[src/rtl/mul_scheduler_pkg.sv]
// ============================================================================
// Module      : mul_scheduler_pkg
// Description : Shared state encoding and sizing helper for the multiply
//               scheduler and its shift-add core.
// Revision    : 1.0 - initial release
// ============================================================================
`default_nettype none

package mul_scheduler_pkg;

    typedef enum logic [1:0] {
        S_IDLE = 2'd0,
        S_RUN  = 2'd1,
        S_DONE = 2'd2
    } state_t;

    // Width of a requester index; never zero so single-bit ports stay legal.
    function automatic int id_width(input int n);
        return (n > 1) ? $clog2(n) : 1;
    endfunction

endpackage

`default_nettype wire

[src/rtl/mul_scheduler_shift_add_core.sv]
// ============================================================================
// Module      : shift_add_core
// Description : Bit-serial unsigned shift-add multiplier datapath.
//               Optional MUL_EARLY_EXIT_EN ends the run once no multiplier
//               bits remain.
// Revision    : 1.0 - initial release
// ============================================================================
`default_nettype none

module shift_add_core
    import mul_scheduler_pkg::*;
#(
    parameter int A_W = 8,
    parameter int B_W = 4
) (
    input  logic             clk,
    input  logic             rst,
    input  logic             load,
    input  logic             step,
    input  logic [A_W-1:0]   a,
    input  logic [B_W-1:0]   b,
    output logic             last,
    output logic [A_W+B_W-1:0] acc
);

    localparam int P_W   = A_W + B_W;
    localparam int CNT_W = $clog2(B_W + 1);

    logic [P_W-1:0]   r_a_sh;
    logic [P_W-1:0]   r_acc;
    logic [B_W-1:0]   r_b_sh;
    logic [CNT_W-1:0] r_cnt;
    logic [P_W-1:0]   w_acc_nxt;

    // acc presents the value after the current step so the final product can
    // be captured on the same edge that retires the last step.
    assign w_acc_nxt = r_b_sh[0] ? (r_acc + r_a_sh) : r_acc;
    assign acc       = w_acc_nxt;

`ifdef MUL_EARLY_EXIT_EN
    assign last = (r_cnt == CNT_W'(B_W - 1)) || ((r_b_sh >> 1) == '0);
`else
    assign last = (r_cnt == CNT_W'(B_W - 1));
`endif

    always_ff @(posedge clk or posedge rst) begin
        if (rst) begin
            r_a_sh <= '0;
            r_b_sh <= '0;
            r_acc  <= '0;
            r_cnt  <= '0;
        end else if (load) begin
            r_a_sh <= {{B_W{1'b0}}, a};
            r_b_sh <= b;
            r_acc  <= '0;
            r_cnt  <= '0;
        end else if (step) begin
            r_acc  <= w_acc_nxt;
            r_a_sh <= r_a_sh << 1;
            r_b_sh <= r_b_sh >> 1;
            r_cnt  <= r_cnt + 1'b1;
        end
    end

endmodule

`default_nettype wire

[src/rtl/mul_scheduler.sv]
// ============================================================================
// Module      : mul_scheduler
// Description : Round-robin sharing of one shift-add multiplier among NREQ
//               requesters with req/gnt/done handshake.
//               Build option: MUL_EARLY_EXIT_EN (early RUN termination).
// Revision    : 1.0 - initial release
// ============================================================================
`default_nettype none

module mul_scheduler
    import mul_scheduler_pkg::*;
#(
    parameter int A_W  = 8,
    parameter int B_W  = 4,
    parameter int NREQ = 2
) (
    input  logic                        clk,
    input  logic                        rst,
    input  logic [NREQ-1:0]             req,
    input  logic [NREQ*A_W-1:0]         a_in,
    input  logic [NREQ*B_W-1:0]         b_in,
    output logic [NREQ-1:0]             gnt,
    output logic                        busy,
    output logic                        done,
    output logic [id_width(NREQ)-1:0]   done_id,
    output logic [A_W+B_W-1:0]          out
);

    localparam int ID_W = id_width(NREQ);

    state_t             r_state;
    logic [ID_W-1:0]    r_rr_ptr;
    logic [ID_W-1:0]    r_id;

    logic               w_found;
    logic [ID_W-1:0]    w_k;
    logic [ID_W-1:0]    w_rr_next;
    logic               w_start;
    logic               w_step;
    logic               w_last;
    logic [A_W-1:0]     w_a_sel;
    logic [B_W-1:0]     w_b_sel;
    logic [A_W+B_W-1:0] w_acc;

    // Circular search for the first pending request at or after rr_ptr.
    always_comb begin
        w_found = 1'b0;
        w_k     = '0;
        for (int j = 0; j < NREQ; j++) begin
            if (!w_found && req[(int'(r_rr_ptr) + j) % NREQ]) begin
                w_found = 1'b1;
                w_k     = ID_W'((int'(r_rr_ptr) + j) % NREQ);
            end
        end
    end

    assign w_start   = (r_state == S_IDLE) && w_found;
    assign w_step    = (r_state == S_RUN);
    assign w_rr_next = (int'(w_k) == NREQ - 1) ? '0 : w_k + 1'b1;
    assign w_a_sel   = a_in[int'(w_k)*A_W +: A_W];
    assign w_b_sel   = b_in[int'(w_k)*B_W +: B_W];

    // gnt marks the cycle whose operands are captured, so it cannot be delayed.
    always_comb begin
        gnt = '0;
        if (w_start && !rst) begin
            gnt[w_k] = 1'b1;
        end
    end

    shift_add_core #(
        .A_W (A_W),
        .B_W (B_W)
    ) u_core (
        .clk  (clk),
        .rst  (rst),
        .load (w_start),
        .step (w_step),
        .a    (w_a_sel),
        .b    (w_b_sel),
        .last (w_last),
        .acc  (w_acc)
    );

    always_ff @(posedge clk or posedge rst) begin
        if (rst) begin
            r_state  <= S_IDLE;
            r_rr_ptr <= '0;
            r_id     <= '0;
            busy     <= 1'b0;
            done     <= 1'b0;
            done_id  <= '0;
            out      <= '0;
        end else begin
            case (r_state)
                S_IDLE: begin
                    done <= 1'b0;
                    if (w_found) begin
                        r_state  <= S_RUN;
                        r_id     <= w_k;
                        r_rr_ptr <= w_rr_next;
                        busy     <= 1'b1;
                    end
                end
                S_RUN: begin
                    if (w_last) begin
                        r_state <= S_DONE;
                        done    <= 1'b1;
                        out     <= w_acc;
                        done_id <= r_id;
                    end
                end
                S_DONE: begin
                    r_state <= S_IDLE;
                    done    <= 1'b0;
                    busy    <= 1'b0;
                end
                default: begin
                    r_state <= S_IDLE;
                    done    <= 1'b0;
                    busy    <= 1'b0;
                end
            endcase
        end
    end

endmodule

`default_nettype wire

[config.mk]
export PLATFORM = sky130hd
export DESIGN_NAME = mul_scheduler
export DESIGN_NICKNAME = d
export VERILOG_FILES = /design/src/rtl/mul_scheduler_pkg.sv /design/src/rtl/mul_scheduler_shift_add_core.sv /design/src/rtl/mul_scheduler.sv
export SDC_FILE = /design/constraint.sdc
export NUM_CORES = 1
export LEC_CHECK = 0
export ABC_AREA = 1
export CAP_MARGIN = 10
export CORE_MARGIN = 4
export CORE_UTILIZATION = 30
export CTS_CLUSTER_SIZE = 20
export DETAILED_ROUTE_END_ITERATION = 10
export GPL_TIMING_DRIVEN = 0
export SETUP_SLACK_MARGIN = 0.4
export SLEW_MARGIN = 0
export SYNTH_ARGS = -nofsm -noshare
export SYNTH_HDL_FRONTEND = slang
export SYNTH_SLANG_ARGS = --single-unit
[constraint.sdc]
create_clock -name clk -period 1.9 [get_ports clk]
set_input_delay 0.57 -clock clk [delete_from_list [all_inputs] [get_ports clk]]
set_output_delay 0.57 -clock clk [all_outputs]
set_load 0.02 [all_outputs]
After elaboration in Yosys (flattened, before gate mapping). Index checks and enable logic that the tools add are counted. Widths: inputs -> output; s select.

Register bits after elaboration: 50. Logic and storage cells: 68.

Add/subtract/negate cells: 4. $lt $le $gt $ge: 4. Equality and inequality tests: 4. Shift operators: 2. Mux-type cells: 29. Bitwise gates (word level): 2. Reduce and logical (&&, ||, !) cells: 12.

Operators with widths (number): $mux 12 (5); $shiftx 16x5->8 (1); $mux 1 (14); $add 12x12->12 (1); $mux 4 (2); $reduce_and 2->1 (4); $shiftx 8x4->4 (1); $mux 2 (3); $mux 3 (2); $logic_and 1x1->1 (4); $lt 1x2->1 const B (2); $ne 2x2->1 const B (2); $pmux 2 s2 (1); $add 3x1->3 const B (1); $eq 3x2->1 const B (1); $lt 2x3->1 const B (1); $add 1x1->1 const B (2); $eq 2x1->1 const B (1); $logic_not 1->1 (2); $logic_not 2->1 (1); $pmux 1 s2 (1); $reduce_bool 2->1 (1); $and 1x1->1 const A (1); $demux 1 s1 (1); other kinds (2) (2).

Logic depth before layout (Yosys ltp). Gate-level depths: netlist of run 1.

Depth after elaboration: 12. Gate-level depth with buffers: 11. Gate-level depth less buffers: 11.

By module. A second synthesis of run 1 with hierarchy kept.

Cells, all modules: 415. Area total of the unflattened synthesis: 3120.5 um2.

Modules (own cells, without submodules): shift_add_core (instances 1, cells each 282, area an instance 2134.5 um2, seq. area each 775.7 um2); mul_scheduler (instances 1, cells each 133, area an instance 985.9 um2, seq. area each 475.5 um2).

Worst setup path before layout of run 1. Ideal clock, no wire load.

Kind: input -> output. Start point: in req[0]. End point: out gnt[1]. Data arrival time: 1.483 ns. Required time: 1.330 ns. Slack: -0.153 ns. Cell stages on the path: 7. Buffers on the path: 1. Cells stage by stage: nor2_1 nor3_4 inv_4 nor2_8 buf_12 inv_1 nor2_1.

Cells in the longest elaborated chain, start to end: 11. Elaborated cells on any way between the ends: 19. Those cells by class: 2 x order compare; 12 x mux; 5 x reduce/logical.

RTL lines: start: declaration (line mul_scheduler.sv:19) `input logic [NREQ-1:0] req,`; $mux 1 (not written as such) (2 in a row) (line mul_scheduler.sv:50) `if (!w_found && req[(int'(r_rr_ptr) + j) % NREQ]) begin`; $mux 1 (line mul_scheduler.sv:50); $logic_not 1->1 (line mul_scheduler.sv:50); $logic_and 1x1->1 (line mul_scheduler.sv:50); $mux 1 (line mul_scheduler.sv:50); $lt 1x2->1 (not written as such) or $ge 1x1->1 (tied branches) (line mul_scheduler.sv:67) `gnt[w_k] = 1'b1;`; $logic_and 1x1->1 (not written as such) (line mul_scheduler.sv:67); $mux 1 (not written as such) (line mul_scheduler.sv:67); $demux 1 s1 (line mul_scheduler.sv:67); $mux 2 (*) (line mul_scheduler.sv:66) `if (w_start && !rst) begin`; end: declaration (line mul_scheduler.sv:22) `output logic [NREQ-1:0] gnt,`.

Every way passes the cells marked *; elsewhere a longest branch is shown, timed or not. The select of a mux whose other input is x is not followed.

Worst setup path after layout of run 1.
Start point: reg r_state[0]. End point: out gnt[1].

Cells in the longest elaborated chain, start to end: 4.

RTL lines: start: declaration (line mul_scheduler.sv:31) `state_t r_state;`; start signal: assignment (line mul_scheduler.sv:87) `r_state <= S_IDLE;`; start signal: assignment (line mul_scheduler.sv:99) `r_state <= S_RUN;`; start signal: assignment (line mul_scheduler.sv:107) `r_state <= S_DONE;`; $logic_not 2->1 (line mul_scheduler.sv:57) `assign w_start = (r_state == S_IDLE) && w_found;`; $logic_and 1x1->1 (line mul_scheduler.sv:57); $logic_and 1x1->1 (line mul_scheduler.sv:66); $mux 2 (line mul_scheduler.sv:66).

Every way passes these cells.

==> summary.md, run 1 <==
| Metric | Value |
|---|---|
| Clk sink count | `50` |
| Hold buffer count at cts | `0` |
| Final routed DRC violation total | `0` |
| Diode count | `0` |
| Worst R2R Path Depth | `11` |
| Core area | `0.00973 sq mm` |
| Critical path data arrival time | `1480 ps` |
| Global Route Usage Sum | `14.9%` |
| Status | `finished, violations left` |
| Fin worst setup slack | `-150 ps` |
| Worst path required time | `1330 ps` |
| Synthesized net count | `426` |
| Max Freq | `488 MHz` |
| CP max stage cell | `sky130_fd_sc_hd__dfrtp_1` |
| Clock latency on the worst-skew pair | `about 300 ps` |
| Highest net fanout along the worst path | `2` |
| Slew of the pin with the lowest slew margin | `493 ps` |
| Global route overflow | `0` |
| DIE AREA | `0.0116 sq mm` |
| Fraction of layout cells with a size suffix above 1 | `between 40% and 50%` |
| Min cycle time layout | `around 2000 ps` |
| Worst path top cell family by delay | `flip-flops` |
| CP Launch Type | `flip-flop` |
| Final Hold Fails | `0` |
| Series of cell instances along the critical path | `nor3_4 > inv_4 > nor2_8 > buf_12 > inv_6 > nor2_4 > buf_6` |
| Clock tree from TritonCTS | `yes` |
| Slowest Stage Delay on Critical Path | `420 ps` |
| Final net count | `516` |
| CTS HTree Levels | `2` |
| Maximum root-to-sink buffer count | `2` |
| Final Wtd Congestion | `between 0.9 and 1` |
| Buf/Inv on CP | `4` |
| Number of maximum-capacitance violations | `0` |
| Per-cell routed wire length | `roughly 14 um` |
| Number of cells on the worst hold path | `2` |
| Total Neg Setup Slack | `-260 ps` |
| Non-filler cells in the finished layout | `608` |
| Type of destination of the critical path | `primary output` |
| Global-route wire length before repair | `13.9 mm` |
| Number of instances in the synthesized netlist | `approximately 380` |
| Via density | `4.70` |
| Post-layout util | `~46%` |
| Post-route clock period utilization | `108%` |
| Cell Area, Synth | `0.00298 sq mm` |
| Unrepaired setup endpoints after global routing | `true` |
| Initial detailed-routing violation count | `117` |
| Initial Utilization | `a little under a third` |
| Final HPWL DP | `5.56 mm` |
| Ys Warns | `0` |
| Area added between synthesis and finish | `51.6%` |
| Total stage count of the critical path | `7` |
| Standard-cell rows | `36` |
| Share of synthesized area occupied by flip-flops and latches | `roughly 42%` |
| Kind of critical path | `reg -> out` |
| Number of antenna violations at the first check in global routing | `0` |
| Worst supply voltage drop on vdd | `roughly 0.76 mV` |
| Final ANT Viol Nets | `0` |
| Total wire length | `8.74 mm` |
| Leakage dissipation | `2.18 nW` |
| Post-synthesis sequential element count | `50` |
| I/O pins | `45` |
| CTS clk-pin slew, worst paths | `about 90 ps` |
| Power per Cell Area | `2040 mW/mm^2` |
| Via count | `between 2,000 and 3,000` |
| Number of unique standard cell types used by synthesis | `34` |
| Violations in the final reports | `setup timing` |
| Die Y | `108 um` |
| Post-route total power | `9.20 mW` |
| Hold crit path type | `reg -> reg` |
| TritonCTS Buffers | `5` |
| Number of buffer cells added on primary ports | `44` |
| Maximum number of pins on one net before global-route repair | `51` |
| Number of slew-limit violations in the final report | `0` |
| TritonRoute pass-1 iters | `4` |
| Skew final | `8.27 ps` |
| Number of placed instances, taps included | `561` |
| Die W | `108 um` |
| Setup Viol. Count Final | `2` |
| Clk Tree Root Cell | `sky130_fd_sc_hd__clkbuf_8` |
| Vias in the first global route | `between 2,000 and 3,000` |
| Syn avg cell area | `a little under 8 sq um` |
| Slew margin rel. | `67.1%` |
## layer usage
metal	up-vias	track usage (%)	share of wire [%]
met2	54	24.9	51
met5	-	0	0
met4	0	4.06	1.9
met1	1386	19.8	44
met3	14	2.46	3.7
li1	1406	-	-
## state kept, by name, indices dropped and copies added, names as in the netlist
| name | cells |
|---|---|
| busy | 1 |
| done | 1 |
| done_id | 1 |
| out | 12 |
| r_id | 1 |
| r_rr_ptr | 1 |
| r_state | 2 |
| u_core.r_a_sh | 12 |
| u_core.r_acc | 12 |
| u_core.r_b_sh | 4 |
| u_core.r_cnt | 3 |
## path summary, 6_finish.rpt
path	startpoint	to	slack [ps]
max	r_state[0]$_DFFE_PP0P_	gnt[1]	-150
min	out[10]$_DFFE_PP0P_	out[10]$_DFFE_PP0P_	480
min reg2reg	out[10]$_DFFE_PP0P_	out[10]$_DFFE_PP0P_	480
max in group asynchronous	rst	u_core.r_acc[10]$_DFFE_PP0P_	850
min in group asynchronous	rst	u_core.r_b_sh[2]$_DFFE_PP0P_	540
max reg2reg	u_core.r_acc[0]$_DFFE_PP0P_	u_core.r_acc[8]$_DFFE_PP0P_	140
## power breakdown
group          leakage, nW  internal, mW  switching (mW)
Sequential           0.618          1.59           0.438
Combinational         1.51          2.88            3.64
Clock               0.0482         0.295           0.355
## cell type report
type,count,area [sq um]
multi-input combinational,271,1990
clock inverter,1,5.00
fill,927,5220
buffer,12,118
inverter,51,213
sequential,50,1250
clock buffer,7,86.3
tap,133,166
timing repair buffer,83,684
## worst register-to-register path, cell delays in order, from the launching register on
cell and delay [ps]:
sky130_fd_sc_hd__dfrtp_1 410, sky130_fd_sc_hd__ha_4 170, sky130_fd_sc_hd__inv_2 40, sky130_fd_sc_hd__fa_2 370
sky130_fd_sc_hd__inv_4 100, sky130_fd_sc_hd__nand3_4 70, sky130_fd_sc_hd__nand3_4 80, sky130_fd_sc_hd__nand2_2 70
sky130_fd_sc_hd__a21o_1 160, sky130_fd_sc_hd__nand3_2 80, sky130_fd_sc_hd__nand3_2 70, sky130_fd_sc_hd__nand2_1 70
## cell usage after synthesis (all sizes together)
| cell type | number | share of area, % |
|---|---|---|
| o22ai | 5 | 1.1 |
| nand3 | 42 | 7.9 |
| a21oi | 5 | 0.84 |
| buf | 11 | 3.3 |
| a22o | 1 | 0.29 |
| fa | 1 | 0.67 |
| a22oi | 3 | 0.76 |
| inv | 51 | 6.5 |
| nand4 | 3 | 0.63 |
| nor2 | 21 | 3.3 |
| clkbuf | 1 | 0.13 |
| nor3 | 2 | 0.71 |
| xor2 | 1 | 0.29 |
| o21ai | 31 | 5.5 |
| or2 | 8 | 1.7 |
| a21o | 1 | 0.25 |
| ha | 13 | 5.5 |
| nand2 | 130 | 18 |
| xnor2 | 4 | 1.2 |
| dfrtp | 50 | 42 |
## logic make-up (layout without fill, tap and decap cells)
family | Yosys count | in the layout | share of synthesized area, %
adder cells (fa/ha/maj) | 14 | 14 | 6.13
buffers and inverters | 63 | 154 | 9.92
AND/OR/NAND/NOR | 206 | 206 | 31.8
XOR/XNOR | 5 | 5 | 1.47
flip-flops | 50 | 50 | 42.0
AO/OA/AOI/OAI | 46 | 46 | 8.66
## stage by stage
stage / setup WS [ps] / hold slack (ps) / area, sq um
after global routing: -234 / 510 / 4510
after floorplan: -2.13 / 444 / 3040
after detailed placement: -1230 / 460 / 3640
final: -150 / 481 / 4510
after CTS: -202 / 483 / 4150
after global placement: -1210 / 459 / 3640
## layout by cell type (no fill, tap or decap), drive strengths merged, types with 5 or more instances in the layout
master           n
nand2          130
buf             69
dfrtp           50
inv             50
nand3           42
o21ai           31
clkdlybuf4s50   24
nor2            21
ha              13
or2              8
clkbuf           8
o22ai            5
a21oi            5
## repair_timing
action                                  in CTS  in global routing
pin swaps                                   29                 45
resized for setup                          147                 64
endpoints found under the setup margin     113                 43
buffers inserted                            24                 14
No activity file was read; power rests on OpenSTA's default activity.
==> run 2: changes to the inputs <==
- ABC_CLOCK_PERIOD_IN_PS: unset -> 1900
==> results of run 2 <==
Final layout, timing and power as in run 1 (identical DEF).
==> run 3: changes to the inputs <==
- GPL_ROUTABILITY_DRIVEN: unset -> 0
==> run 3 against run 2 <==
Net effect: the flow still finishes with violations (setup timing); clock power rose by 46%; cell area increased by 7.8%; total power grew 14%; core utilization up 3.6 points; sequential share of layout area decreased by 1.9 points; via count increased by 5.7%.
==> summary.md, run 3 (synthesis gave the netlist of run 1 again) <==
| Metric | Value |
|---|---|
| Setup Viol. Count Final | `2 (unchanged)` |
| Kind of critical path | `reg -> out` |
| Diode count | `0 (unchanged)` |
| Number of maximum-capacitance violations | `0 (unchanged)` |
| Final ANT Viol Nets | `0 (unchanged)` |
| Series of cell instances along the critical path | `nor3_4 > inv_4 > nor2_8 > buf_12 > inv_6 > nor2_4 > buf_6` |
| Worst R2R Path Depth | `11 (unchanged)` |
| TritonRoute pass-1 iters | `4 (unchanged)` |
| Worst-case hold path end point | `out[8]$_DFFE_PP0P_` |
| Hold crit path type | `reg -> reg` |
| Global Route Usage Sum | `15.9% (+1.1 points)` |
| CP max stage cell | `sky130_fd_sc_hd__dfrtp_1` |
| CTS HTree Levels | `2 (unchanged)` |
| CTS clk-pin slew, worst paths | `100 ps (about the same)` |
| Total Neg Setup Slack | `-273 ps (-12.9 ps)` |
| Core area | `0.00973 sq mm (unchanged)` |
| Number of cells on the worst hold path | `2 (unchanged)` |
| Filler Cell Count | `864 (-6.8%)` |
| Post-route clock period utilization | `109% (+0.92 points)` |
| Standard-cell rows | `36 (unchanged)` |
| R2r setup slk | `120 ps (-20 ps)` |
| Final Hold Fails | `0 (unchanged)` |
| Power per Cell Area | `2150 mW/mm^2 (+5.6%)` |
| Final routed DRC violation total | `0 (unchanged)` |
| Number of placed instances, taps included | `561 (unchanged)` |
| Largest registers | `out x12, u_core.r_a_sh x12, u_core.r_acc x12` |
| Global-route wire length before repair | `14.7 mm (+5.4%)` |
| Maximum root-to-sink buffer count | `2 (unchanged)` |
| Slew of the pin with the lowest slew margin | `557 ps (+64.1 ps)` |
| Initial detailed-routing violation count | `138 (+18%)` |
| Critical path data arrival time | `1500 ps (+20 ps)` |
| Final HPWL DP | `5.54 mm (-0.32%)` |
| Clock tree from TritonCTS | `yes` |
| Die W | `108 um (unchanged)` |
| Leakage dissipation | `2.33 nW (+6.9%)` |
| Hold buffer count at cts | `0 (unchanged)` |
| Vias in the first global route | `3,028 (+3.2%)` |
| Top library cells by usage in the layout, fill and taps aside | `sky130_fd_sc_hd__nand2_1 (87), sky130_fd_sc_hd__dfrtp_1 (47), sky130_fd_sc_hd__nand2_2 (36), sky130_fd_sc_hd__inv_1 (34), sky130_fd_sc_hd__buf_4 (31)` |
| Reg-to-reg critical path startpoint | `u_core.r_acc[0]$_DFFE_PP0P_` |
| Number of antenna violations at the first check in global routing | `0 (unchanged)` |
| Fin worst setup slack | `-167 ps (-17.5 ps)` |
| DIE AREA | `0.0116 sq mm (unchanged)` |
| Worst path required time | `1330 ps (about the same)` |
| Initial Utilization | `30.6% (unchanged)` |
| Skew final | `7.88 ps (-0.390 ps)` |
| Per-cell routed wire length | `15.7 um (+9.1%)` |
| TritonCTS Buffers | `5 (unchanged)` |
| Startpoint of the lowest-slack hold path | `out[8]$_DFFE_PP0P_` |
| First element of the critical path | `r_state[1]$_DFFE_PP0P_` |
| Highest net fanout along the worst path | `3 (+1)` |
| Slew margin rel. | `62.8% (-4.3 points)` |
| Non-filler cells in the finished layout | `619 (+1.8%)` |
| Violations in the final reports | `setup timing` |
| Maximum number of pins on one net before global-route repair | `51 (unchanged)` |
| R2R Path End | `out[8]$_DFFE_PP0P_` |
| Global route overflow | `0 (unchanged)` |
| Number of buffer cells added on primary ports | `44 (unchanged)` |
| Clk sink count | `50 (unchanged)` |
| Via count | `3,023 (+5.7%)` |
| Area added between synthesis and finish | `63.4%` |
| Number of slew-limit violations in the final report | `0 (unchanged)` |
| Max Freq | `484 MHz (-0.85%)` |
| Status | `finished, violations left` |
| Worst supply voltage drop on vdd | `0.851 mV (+11%)` |
| Most frequent standard cell in the layout excluding fill and tap cells | `sky130_fd_sc_hd__nand2_1` |
| Clock latency on the worst-skew pair | `310 ps (about the same)` |
| Total wire length | `9.71 mm (+11%)` |
| Type of destination of the critical path | `primary output` |
| Final net count | `527 (+2.1%)` |
| Min cycle time layout | `2070 ps (+17.5 ps)` |
| CP Launch Type | `flip-flop` |
| Via density | `4.88 (+3.8%)` |
| Worst slack after detailed placement | `-1210 ps (+15.9 ps)` |
| Unrepaired setup endpoints after global routing | `true` |
| I/O pins | `45 (unchanged)` |
| Fraction of layout cells with a size suffix above 1 | `50.4% (+7.0 points)` |
| Die Y | `108 um (unchanged)` |
| Slowest Stage Delay on Critical Path | `420 ps (about the same)` |
| Clk Tree Root Cell | `sky130_fd_sc_hd__clkbuf_8` |
| Worst-case hold slack | `477 ps (-3.73 ps)` |
[run 3: what timing repair did]
item                                    CTS  global route
setup buffers                            29            17
gates resized for setup                 165            98
endpoints found under the setup margin  113            49
pin swaps                                26            36
gates cloned                              2             1
[run 3: metal layers]
metal	GRT usage, %	vias up	part of all wire (%)
li1	-	1428	-
met1	20.1	1462	41
met2	26.6	93	51
met3	3.00	40	4.5
met4	6.67	0	3.9
met5	0	-	0
[run 3: cell type report]
type                       instances  area (sq um)  share of cell area [%]
multi-input combinational        271          2070                    42.5
sequential                        50          1250                    25.8
timing repair buffer              94           875                    18.0
inverter                          51           218                    4.48
tap                              133           166                    3.42
buffer                            12           140                    2.88
clock buffer                       6          82.6                    1.70
clock inverter                     2          60.1                    1.23
[run 3: worst max path at each step]
stage	end	slack [ps]	cells after the start
floorplan	gnt[1]	-2	7
global placement	gnt[1]	-1210	9
detailed placement	gnt[1]	-1210	9
CTS	gnt[1]	-240	7
global route	gnt[1]	-230	7
finish	gnt[1]	-170	7
[run 3: worst max-delay path, delay by kind of cell (launching register included)]
kind,cells,cell delay [ps]
flip-flops,1,420
AND/OR/NAND/NOR,3,420
buffers and inverters,4,330
[run 3: metrics by stage]
| stage | instance area [sq um] | util [%] | power (mW) |
|---|---|---|---|
| after global routing | 4860 | 50.0 | 11.2 |
| after global placement | 3640 | 37.4 | 6.26 |
| after CTS | 4330 | 44.5 | 8.68 |
| after detailed placement | 3640 | 37.4 | 6.34 |
| after floorplan | 3040 | - | 5.14 |
| final | 4860 | 50.0 | 10.5 |
[run 3: where the power goes]
group / internal [mW] / switching (mW)
Sequential: 1.60 / 0.457
Combinational: 3.45 / 4.01
Clock: 0.562 / 0.390
==> edit 1: new RTL, settings of run 1 <==
The option `MUL_EARLY_EXIT_EN` is turned on by a define.
--- a/src/rtl/mul_scheduler_shift_add_core.sv
+++ b/src/rtl/mul_scheduler_shift_add_core.sv
@@ -6,6 +6,8 @@
 // Revision    : 1.0 - initial release
 // ============================================================================
 `default_nettype none
+
+`define MUL_EARLY_EXIT_EN
 
 module shift_add_core
     import mul_scheduler_pkg::*;
Function: changed (a bounded check fails within 4 cycles, from zero or initial values and one cycle with rst high).
==> edit 1 against run 1 <==
The run still ends with negative setup slack left. Total power increased by 5.5%. Critical path depth unchanged. Combinational power rose by 7.5%. Hold slack lost 2.0 ps. Setup slack got worse by 54 ps. Wire length is 9.8% higher. Sequential cell count is the same. Synthesized area fell by 2.9%. Utilization increased by 4.4 points. Maximum frequency is 2.6% lower. Cell area rose by 4.9%. Cell count increased by 0.82%. Register-to-register slack got worse by 60 ps. Critical path type unchanged. Largest cell class unchanged. Highest routed layer unchanged.
==> edit 1: results (changes against run 1) <==
metric,value,unit,change
outcome,"complete, but fails checks",,
violated checks,negative setup slack,,
DP Cell Count,554,,-1.2%
DR iter-0 viols,124,,+6.0%
slowest CP cell,dfrtp_2,,
Worst Slack Setup Final,-204,ps,-53.7 ps
clock skew,7.56,ps,-0.711 ps
gpl congestion,0.894,,-2.6%
pwr dens,2050,mW/mm^2,+0.60%
Worst-path clk slew,100,ps,
vias in the first global route,3095,,+5.5%
NumNets Final,525,,+1.7%
TNS Setup,-387,ps,-127 ps
Slew @ Worst Pin,574,ps,+81.2 ps
MaxCap Viol Count,0,,unchanged
biggest regs,"out (12), u_core.r_a_sh (12), u_core.r_acc (12)",,
Vias,3021,,+5.6%
Hold Path Class,reg -> reg,,
Synth Warn #,0,,unchanged
largest net degree at the start of global routing,51,,unchanged
ys async rst share,100,%,unchanged
worst-path fanout max,4,,+2
Total Wirelength,9600,microns,+9.8%
Syn Area/Cell,7.59,sq um,-2.1%
Worst EP arrival,1530,ps,+50 ps
Clock Power Share,7.0,%,
Combinational Power Share,72.2,%,+1.4 points
first-pass GRT wire length,14900,microns,+7.3%
largest cells by area after synthesis,"dfrtp_1, nand2_1, nand3_1",,
TritonCTS buffer count,5,,unchanged
"Seq/Total Area, Yosys",43.3,%,+1.3 points
Max rail drop VDD,0.000726,V,-5.1%
DR WL/cell,15.7,microns,+8.9%
most frequent cells after synthesis,"nand2_1, dfrtp_1, inv_1, nand3_1, o21ai_0",,
internal power,5.11,mW,+7.3%
CP max stage delay,450,ps,+30 ps
Clock Path Buffers,2,,unchanged
final setup fails,2,,unchanged
root buffer cell,clkbuf_8,,
TritonRoute pass-1 iters,5,,+1
Yosys cell types,31,,-8.8%
initial antenna violation count,0,,unchanged
total track usage,16.5,%,+1.7 points
P_leak,2.29,nW,+5.3%
hpwl dp,5590,microns,+0.54%
clk_lat worst skew,310,ps,
Synth Net Count,423,,-0.70%
Post-synth top flop,dfrtp_1,,
fraction of final layout cells sized beyond drive strength 1,46.7,%,+3.3 points
==> edit 1: path summary, 6_finish.rpt <==
| path | start | end | slack (ps) | cells past startpoint |
|---|---|---|---|---|
| max in group asynchronous | rst | u_core.r_a_sh[2] | 820 | 3 |
| hold / removal | out[3] | out[3] | 480 | 2 |
| setup reg to reg | u_core.r_a_sh[0] | u_core.r_acc[8] | 80 | 11 |
| hold reg to reg | out[3] | out[3] | 480 | 2 |
| setup / recovery | r_state[1] | gnt[0] | -200 | 7 |
| min in group asynchronous | rst | r_rr_ptr | 560 | 2 |
==> edit 1: stage by stage <==
| stage | instance area [sq um] | worst slack (ps) | hold slack (ps) |
|---|---|---|---|
| 3_3_place_gp | 3570 | -1180 | 464 |
| 4_1_cts | 4380 | -236 | 482 |
| 6_report | 4740 | -204 | 479 |
| 3_5_place_dp | 3570 | -1190 | 466 |
| 5_1_grt | 4740 | -296 | 511 |
| 2_1_floorplan | 2970 | 61.4 | 450 |
==> edit 1: per-layer routing <==
layer  vias to the layer above  wire [microns]  GRT usage [%]
met5                         -               0              0
met4                         0             146           5.64
met3                        14             494           3.40
met2                        82            4870           28.6
met1                      1500            4090           20.4
li1                       1425               -              -
==> edit 1: worst register-to-register path, cell delays in order (launching register included) <==
cell and delay [ps]:
dfrtp_1 430, ha_4 160, inv_2 30, fa_2 390, inv_2 100, nand3_2 90
nand3_4 100, nand2_4 60, a21o_1 170, nand3_2 80, nand3_2 60, nand2_1 70
==> edit 1: cell families (layout without fill, tap and decap cells) <==
| kind of cell | after synthesis | after routing | synth area share (%) |
|---|---|---|---|
| AOI/OAI and AO/OA | 48 | 48 | 8.87 |
| xor gates and xnor gates | 6 | 6 | 1.82 |
| adders and majority gates | 14 | 14 | 6.32 |
| buffers and inverters | 60 | 163 | 8.70 |
| DFF | 50 | 50 | 43.3 |
| and+or+nand+nor | 203 | 203 | 31.0 |
==> edit 1: layout make-up <==
| type | count | area (sq um) |
|---|---|---|
| fill | 824 | 4590 |
| multi-input combinational | 271 | 2020 |
| tap | 129 | 161 |
| buffer | 10 | 106 |
| clock inverter | 2 | 12.5 |
| timing repair buffer | 95 | 882 |
| clock buffer | 6 | 82.6 |
| inverter | 50 | 216 |
| sequential | 50 | 1250 |
==> edit 1: what timing repair did <==
| action | CTS | global route |
|---|---|---|
| gates cloned | 3 | 1 |
| endpoints found under the setup margin | 115 | 48 |
| hold buffers | 0 | 0 |
| hold endpoints to repair | 0 | 0 |
| gates resized for setup | 190 | 61 |
| setup buffers | 34 | 12 |
| pin swaps | 50 | 42 |
==> edit 2: new RTL, settings of run 1 <==
Made on the original files. Make the reset (`rst`) synchronous in 2 clocked blocks.
--- a/src/rtl/mul_scheduler_shift_add_core.sv
+++ b/src/rtl/mul_scheduler_shift_add_core.sv
@@ -43,7 +43,7 @@
     assign last = (r_cnt == CNT_W'(B_W - 1));
 `endif
 
-    always_ff @(posedge clk or posedge rst) begin
+    always_ff @(posedge clk) begin
         if (rst) begin
             r_a_sh <= '0;
             r_b_sh <= '0;
--- a/src/rtl/mul_scheduler.sv
+++ b/src/rtl/mul_scheduler.sv
@@ -82,7 +82,7 @@
         .acc  (w_acc)
     );
 
-    always_ff @(posedge clk or posedge rst) begin
+    always_ff @(posedge clk) begin
         if (rst) begin
             r_state  <= S_IDLE;
             r_rr_ptr <= '0;
Behaviour: differs if rst is asserted again (counterexample within 4 cycles, from zero or initial values and one cycle with rst high); with rst held inactive, the same outputs for 4 cycles.
==> edit 2 against run 1 <==
The flow still finishes with violations (negative setup slack). Cell area down 1.8%. Sequential share of layout area shrank 4.1 points. Wire length increased by 1.8%. Critical path depth is 2 higher. Count of clock-buffer cells in the layout is 2 lower. Sequential cell count stayed put. Setup slack improved by 89 ps. Synthesized area shrank 3.2%. First-iteration DRC count grew 110%. Critical path type unchanged.
Power is left out: it rests on default switching activity, and per cell area and clock period it moved more than threefold.
==> edit 2: results (changes against run 1) <==
metric,value,unit,change
ys async rst share,0,%,-100 points
largest cells by area after synthesis,"dfxtp_1, nand2_1, inv_1",,
met1 Usage GRT,21.6,%,+1.8 points
violated checks,negative setup slack,,
vias in the first global route,2894,,-1.3%
Post-Synth Adder-Cell Area,6.34,%,+0.21 points
TritonRoute pass-1 iters,5,,+1
Worst-path clk slew,110,ps,+20 ps
clock skew,8.72,ps,+0.446 ps
clk_lat worst skew,320,ps,+20 ps
DR iter-0 viols,244,,+110%
DR WL/cell,14.1,microns,-2.2%
fraction of final layout cells sized beyond drive strength 1,42.1,%,-1.3 points
gpl congestion,0.856,,-6.7%
Synth Area in Compound Gates,15.9,%,+7.2 points
TritonCTS buffer count,5,,unchanged
NumNets Final,545,,+5.6%
area share of xor/xnor cells in the synthesized design,1.82,%,+0.35 points
Synth Net Count,465,,+9.2%
hpwl dp,5770,microns,+3.8%
"Seq/Total Area, Yosys",34.7,%,-7.3 points
outcome,"complete, but fails checks",,
first-pass GRT wire length,14400,microns,+3.4%
Vias,2991,,+4.6%
dpl ws,-1210,ps,+19.2 ps
CP max stage delay,330,ps,-90 ps
multiplexer area fraction after synthesis,0,%,unchanged
GR Util met3,3.28,%,+0.82 points
largest net degree at the start of global routing,18,,-65%
Worst EP arrival,1390,ps,-90 ps
Worst Slack Setup Final,-60.7,ps,+89.2 ps
Max-slew headroom,72.5,%,+5.4 points
GR Util met2,25.3,%,+0.41 points
Yosys cell types,35,,+2.9%
filler instances,898,,-3.1%
port buffer count,43,,-2.3%
total track usage,15.8,%,+0.89 points
slowest CP cell,dfxtp_2,,
final setup fails,2,,unchanged
-- edit 2: logic make-up (layout without fill, tap and decap cells) --
family	Yosys count	after routing
and+or+nand+nor	195	195
DFF	50	50
xor gates and xnor gates	6	6
adders and majority gates	14	14
buffers and inverters	87	168
AOI/OAI and AO/OA	71	71
-- edit 2: final timing paths --
kind,from,slack (ps),endpoint,cells after the start
worst min-delay path,u_core.r_cnt[1],470,u_core.r_cnt[1],2
worst max register to register,u_core.r_a_sh[0],140,out[4],9
worst min register to register,u_core.r_cnt[1],470,u_core.r_cnt[1],2
worst max-delay path,r_state[0],-60,gnt[0],9
-- edit 2: metrics by stage --
| stage | hold WS (ps) | instance area (sq um) | TNS, ps | std cells | utilization (%) |
|---|---|---|---|---|---|
| floorplan | 429 | 2920 | -42.4 | 423 | - |
| global placement | 454 | 3510 | -8470 | 595 | 37.9 |
| detailed placement | 461 | 3510 | -9310 | 595 | 37.9 |
| CTS | 476 | 4180 | -117 | 629 | 45.1 |
| global route | 501 | 4430 | -260 | 633 | 47.8 |
| finish | 472 | 4430 | -83.9 | 633 | 47.8 |
-- edit 2: worst max-delay path, delay by kind of cell (launching register included) --
| kind | cells | cell delay (ps) |
|---|---|---|
| simple gates | 3 | 220 |
| compound gates | 1 | 130 |
| buf+inv | 5 | 390 |
| flops | 1 | 330 |
-- edit 2: routing by layer --
layer  vias to the layer above  wire [microns]
met5                         -               0
met4                         0              95
met3                         7             532
met2                        90            3990
met1                      1386            4280
li1                       1508               -
-- edit 2: timing repair --
action / in CTS / in global routing
setup buffers: 26 / 4
hold buffers: 0 / 0
setup endpoints to repair: 61 / 50
gates resized for setup: 179 / 75
pin swaps: 46 / 44
-- edit 2: area by class of cell --
class | count | share of cell area, %
Inverter | 71 | 6.12
Sequential cell | 50 | 23.7
Buffer | 16 | 2.85
Timing Repair Buffer | 73 | 13.4
Tap cell | 129 | 3.64
Clock inverter | 3 | 1.10
Multi-Input combinational cell | 286 | 47.6
Clock buffer | 5 | 1.55
